### config.mk
export PLATFORM = sky130hd
export DESIGN_NAME = line_pop_ctrl
export DESIGN_NICKNAME = d
export VERILOG_FILES = /design/src/rtl/img_proc_pkg.sv /design/src/rtl/line_pop_ctrl.sv
export SDC_FILE = /design/constraint.sdc
export NUM_CORES = 1
export LEC_CHECK = 0
export ABC_AREA = 1
export BUFFER_PORTS_ARGS = -buffer_cell sky130_fd_sc_hd__buf_2
export CORE_UTILIZATION = 50
export DETAILED_ROUTE_END_ITERATION = 7
export GPL_ROUTABILITY_DRIVEN = 0
export MAX_ROUTING_LAYER = met4
export PLACE_DENSITY = 0.72
export SYNTH_ARGS = -nofsm -noshare
export SYNTH_HDL_FRONTEND = slang
export SYNTH_SLANG_ARGS = --single-unit
### constraint.sdc
create_clock -name clk_i -period 1.57 [get_ports clk_i]
set_input_delay 0.157 -clock clk_i [delete_from_list [all_inputs] [get_ports clk_i]]
set_output_delay 0.157 -clock clk_i [all_outputs]
set_load 0.01 [all_outputs]
### src/rtl/img_proc_pkg.sv
// -----------------------------------------------------------------------------
// img_proc_pkg
//   Shared definitions for the image-processing line buffer controllers.
//   Contents:
//     line_pop_state_t : state encoding of the line_pop_ctrl read-side FSM
//     ring_inc()       : increment of a ring index with wrap at an arbitrary
//                        (not necessarily power-of-two) ring size
// -----------------------------------------------------------------------------
package img_proc_pkg;

  typedef enum logic [2:0] {
    FILL   = 3'd0,
    POP    = 3'd1,
    READ   = 3'd2,
    FLUSH  = 3'd3,
    REFILL = 3'd4,
    DONE   = 3'd5
  } line_pop_state_t;

  // Next index in a ring of 'size' entries; wraps from size-1 back to 0.
  function automatic int ring_inc(input int idx, input int size);
    return (idx == size - 1) ? 0 : idx + 1;
  endfunction

endpackage

### src/rtl/line_pop_ctrl.sv
// -----------------------------------------------------------------------------
// line_pop_ctrl
//   Read-side controller for a ring of LINES_AMOUNT line buffers forming a
//   vertical pixel window. Waits until every buffer holds a line, pops them all
//   together, waits for the last pixel of the window line, then flushes only the
//   oldest buffer so it can take the next input line. Repeats until all
//   FRAME_RES_Y - LINES_AMOUNT + 1 windows of the frame are done.
//
//   Ports:
//     clk_i         clock
//     rst_i         asynchronous active-high reset
//     sof_i         start of frame on the input stream (restarts the frame)
//     empty_i       per-buffer empty flag
//     unread_i      per-buffer "holds an unread line" flag
//     rd_last_i     last pixel of a window line accepted downstream
//     pop_line_o    one-cycle pop pulse per buffer
//     flush_line_o  one-cycle flush pulse per buffer
//     oldest_o      ring index of the oldest line (window row reordering)
//     win_cnt_o     windows completed in the current frame (saturating)
//     busy_o        high while in POP or READ
// -----------------------------------------------------------------------------
module line_pop_ctrl
  import img_proc_pkg::*;
#(
  parameter int LINES_AMOUNT = 3,
  parameter int FRAME_RES_Y  = 1080,
  parameter int CNT_WIDTH    = $clog2(FRAME_RES_Y + 1)
) (
  input  logic                            clk_i,
  input  logic                            rst_i,
  input  logic                            sof_i,
  input  logic [LINES_AMOUNT-1:0]         empty_i,
  input  logic [LINES_AMOUNT-1:0]         unread_i,
  input  logic                            rd_last_i,
  output logic [LINES_AMOUNT-1:0]         pop_line_o,
  output logic [LINES_AMOUNT-1:0]         flush_line_o,
  output logic [$clog2(LINES_AMOUNT)-1:0] oldest_o,
  output logic [CNT_WIDTH-1:0]            win_cnt_o,
  output logic                            busy_o
);

  localparam int IDX_W = $clog2(LINES_AMOUNT);
  localparam logic [CNT_WIDTH-1:0] WIN_TOTAL = CNT_WIDTH'(FRAME_RES_Y - LINES_AMOUNT + 1);

  line_pop_state_t           state, state_next;
  logic [LINES_AMOUNT-1:0]   pop_next, flush_next;
  logic [IDX_W-1:0]          oldest_next;
  logic [IDX_W-1:0]          flushed_idx, flushed_next;
  logic [CNT_WIDTH-1:0]      win_next;

  // Next-state and next-output logic. Pulses are decided on the edge that
  // enters POP/FLUSH so that they are visible exactly while the FSM sits in
  // that state. The ring pointer and window counter advance together with the
  // flush decision. sof_i overrides everything, so a pop or flush decided in
  // the same cycle is dropped; the buffers clear themselves on start of frame.
  always_comb begin
    state_next   = state;
    pop_next     = '0;
    flush_next   = '0;
    oldest_next  = oldest_o;
    flushed_next = flushed_idx;
    win_next     = win_cnt_o;
    if (sof_i) begin
      state_next  = FILL;
      oldest_next = '0;
      win_next    = '0;
    end else begin
      case (state)
        FILL: begin
          if ((&unread_i) && !(|empty_i)) begin
            state_next = POP;
            pop_next   = '1;
          end
        end
        POP: begin
          state_next = READ;
        end
        READ: begin
          // An empty buffer here is a protocol error and is deliberately ignored.
          if (rd_last_i) begin
            state_next   = FLUSH;
            flush_next   = LINES_AMOUNT'(1) << oldest_o;
            flushed_next = oldest_o;
            oldest_next  = IDX_W'(ring_inc(int'(oldest_o), LINES_AMOUNT));
            if (win_cnt_o != WIN_TOTAL) begin
              win_next = win_cnt_o + CNT_WIDTH'(1);
            end
          end
        end
        FLUSH: begin
          // Counter was already advanced on entry to FLUSH.
          state_next = (win_cnt_o == WIN_TOTAL) ? DONE : REFILL;
        end
        REFILL: begin
          if (unread_i[flushed_idx] && !empty_i[flushed_idx]) begin
            state_next = POP;
            pop_next   = '1;
          end
        end
        DONE: begin
          state_next = DONE;
        end
        default: begin
          state_next = FILL;
        end
      endcase
    end
  end

  // State, ring pointer, counter and all registered outputs.
  always_ff @(posedge clk_i or posedge rst_i) begin
    if (rst_i) begin
      state        <= FILL;
      pop_line_o   <= '0;
      flush_line_o <= '0;
      oldest_o     <= '0;
      flushed_idx  <= '0;
      win_cnt_o    <= '0;
      busy_o       <= 1'b0;
    end else begin
      state        <= state_next;
      pop_line_o   <= pop_next;
      flush_line_o <= flush_next;
      oldest_o     <= oldest_next;
      flushed_idx  <= flushed_next;
      win_cnt_o    <= win_next;
      busy_o       <= (state_next == POP) || (state_next == READ);
    end
  end

endmodule

==> flow_summary_export.csv <==
group,metric,value,unit
clock_tree,cts_max_level,1,
global_routing,grt_overflow_total,0,
clock_tree,cts_sinks,23,
clock_tree,clockRootBuffer,"clkbuf_4",
timing,rsz0062_at_grt,"false",
timing,hold_viol_final,0,
worst_hold_path,hold_class,"in -> reg",
finish,drive_gt1_share,27.0,%
worst_setup_path,worstSetupPathType,"reg -> reg",
timing,max_freq,696,MHz
timing,fin_crit_sh,91.5,%
place,io_buffers,29,
logic_synthesis,synth_area,1310,um2
clock_tree,clockBufferDepth,2,
power_and_ir_drop,ir_drop,0.746,mV
global_routing,grt_max_degree,24,
worst_setup_path,required,1.80,ns
timing,period_needed,1.44,ns
floorplanning,rows,18,
worst_setup_path,crit_family,"simple AND/OR/NAND/NOR gates",
logic_synthesis,synth.avg_cell_area,7.85,um2
detailed_routing,avgRoutedWirePerCell,11.9,um
floorplanning,die_area,2830,um2
timing,setup_viol,0,
detailed_routing,drt_iter0_drc,27,
detailed_routing,drt_wl_total,2.73,mm
worst_setup_path,slowest_stage,"dfrtp_1",
finish,antennaDiodeCount,0,
clock_tree,worst_skew_pair.late_latency,0.31,ns
floorplanning,io_pins,30,
power_and_ir_drop,finalPower,1.02,mW
timing,tns,0,ns
place,place_hpwl,2.02,mm
worst_setup_path,crit_fanout,14,
global_routing,grt_pass1_wl,4.61,mm
finish,finalNetCount,213,
timing,slew_headroom,73.5,%
run_status,status,"finished, final reports clean",
worst_setup_path,cp_data_arrival_time,1.66,ns
worst_setup_path,critPathMaxStageDelay,0.42,ns
worst_setup_path,path_buf_inv,2,
finish,final_cell_mix,"39 x nand2_1, 29 x buf_2, 22 x dfrtp_1, 18 x nor2_1, 16 x inv_1",
detailed_routing,dr.pass1.iters,4,
clock_tree,cts_inserted_buffers,3,
floorplanning,dieHeight,53.2,um
flow_run,maxCapViolCount,0,
worst_setup_path,worstSetupEndpointType,"flop",
logic_synthesis,synth_cell_types,29,
detailed_routing,viasPerCell,5.20,
clock_tree,cts_tree,"done",
logic_synthesis,synthCells,167,
detailed_routing,drc,0,
finish,layout_commonest_cell,"nand2_1",
timing,worst_slew_pin_slew,0.398,ns
timing,skew,0.00142,ns
logic_synthesis,ys_seq_area_share,43.9,%
worst_setup_path,worstPathCellList,"inv_2, ha_1, nand2_1, nor2_2, nand3_2, nand2_4, nand2_4, clkinv_8, nand2_1, o31ai_1",
floorplanning,die_x,53.2,um
power_and_ir_drop,p_leak,0.778,nW
power_and_ir_drop,p_per_area,662,nW/um2
logic_synthesis,yosysWarnings,0,
timing,maxSlewViolCount,0,
worst_setup_path,start_kind,"flop",
finish,syn_to_final_growth,17.5,%
logic_synthesis,ys_seq_elements,23,
floorplanning,core-area,2480,um2
detailed_routing,ant_nets,0,
logic_synthesis,syn_nets,179,
clock_tree,clk_pin_slew,0.13,ns
floorplanning,start_util,52.9,%
detailed_routing,vias,1195,
global_routing,grt_util_all_layers,23.0,%
global_routing,antenna_found_initial,0,
global_routing,grt_pass1_vias,1128,
==> synthesized netlist by cell type <==
cell / instances / share of area [%]
nand2_1: 39 / 11
dfrtp_1: 23 / 44
nor2_1: 18 / 5.2
inv_1: 17 / 4.9
nand3_1: 15 / 5.7
nand4_1: 6 / 2.9
o21ai_0: 6 / 2.3
a21oi_1: 3 / 1.1
nor3_1: 3 / 1.1
o21ai_2: 3 / 2.0
o21bai_1: 3 / 1.7
o31ai_1: 3 / 1.7
buf_4: 2 / 1.1
clkbuf_1: 2 / 0.57
ha_1: 2 / 1.9
inv_2: 2 / 0.57
nand2_4: 2 / 1.7
nand3_2: 2 / 1.5
nand3b_1: 2 / 1.1
nor2_2: 2 / 0.95
o21a_1: 2 / 1.1
o21ai_1: 2 / 0.76
o22ai_1: 2 / 0.95
buf_8: 1 / 1.1
clkinv_1: 1 / 0.29
inv_4: 1 / 0.48
nand2_2: 1 / 0.48
nor2_4: 1 / 0.86
xor2_1: 1 / 0.67
==> layer usage <==
metal  up-vias  global-route usage, %  part of all wire, %
li1        614                      -                    -
met1       552                   30.1                   48
met2        25                   34.8                   46
met3         4                   4.60                  3.5
met4         0                   9.21                  1.4
met5         -                      -                    0
==> path summary, 6_finish.rpt <==
kind                                           from                   endpoint  slack (ns)  cells after the start
setup / recovery           win_cnt_o[0]$_DFFE_PP0P_   win_cnt_o[1]$_DFFE_PP0P_        0.13                     10
hold / removal                                sof_i   win_cnt_o[5]$_DFFE_PP0P_        0.11                      2
setup reg to reg           win_cnt_o[0]$_DFFE_PP0P_   win_cnt_o[1]$_DFFE_PP0P_        0.13                     10
hold reg to reg             oldest_o[1]$_DFFE_PP0P_  flush_line_o[0]$_DFF_PP0_        0.49                      1
max in group asynchronous                     rst_i   win_cnt_o[1]$_DFFE_PP0P_        0.93                      4
min in group asynchronous                     rst_i         state[2]$_DFF_PP0_        0.39                      4
==> power breakdown <==
group | internal (mW) | total (mW) | leakage [nW] | switching [mW]
clock network | 0.0954 | 0.281 | 0.0177 | 0.186
logic | 0.0460 | 0.117 | 0.443 | 0.0712
registers | 0.608 | 0.622 | 0.316 | 0.0133
total | 0.750 | 1.02 | 0.778 | 0.270
==> cell type report <==
cell class,count,area (um2)
multi-input cells,118,622
well taps,30,37.5
clock buffers,3,22.5
fillers,230,937
repair buffers,34,185
flip-flops and latches,23,577
inverters,21,91.3
clock inverters,1,5.00
==> flip-flops by register name, summed over array words and instances (netlist names) <==
| signal | count |
|---|---|
| win_cnt_o | 11 |
| flush_line_o | 3 |
| state | 3 |
| flushed_idx | 2 |
| oldest_o | 2 |
| busy_o | 1 |
| pop_line_o | 1 |
==> repair_timing <==
action                                  4_1_cts  5_1_grt
hold endpoints to repair                     23        0
hold buffers                                  1        0
gates resized for setup                       0        6
buffers inserted                              0        1
endpoints found under the setup margin        0        9
==> cells by family (layout without fill, tap and decap cells) <==
family / Yosys count / in the layout / share of synthesized area, %
buffers and inverters: 26 / 59 / 9.06
AOI/OAI and AO/OA: 24 / 24 / 11.7
DFF: 23 / 23 / 43.9
adders and majority gates: 2 / 2 / 1.91
and+or+nand+nor: 91 / 91 / 32.7
xor gates and xnor gates: 1 / 1 / 0.668
==> through the flow <==
step           util [%]  hold WS [ns]  std cells  instance area, um2  setup slack (ns)
2_1_floorplan         -         0.159        167                1310            0.0641
3_3_place_gp       59.7         0.208        224                1480             0.128
3_5_place_dp       59.7         0.215        224                1480            0.0657
4_1_cts            61.2         0.102        229                1520            0.0353
5_1_grt            62.2        0.0898        230                1540            0.0104
6_report           62.2         0.105        230                1540             0.134
(Power assumes the default switching activity.)
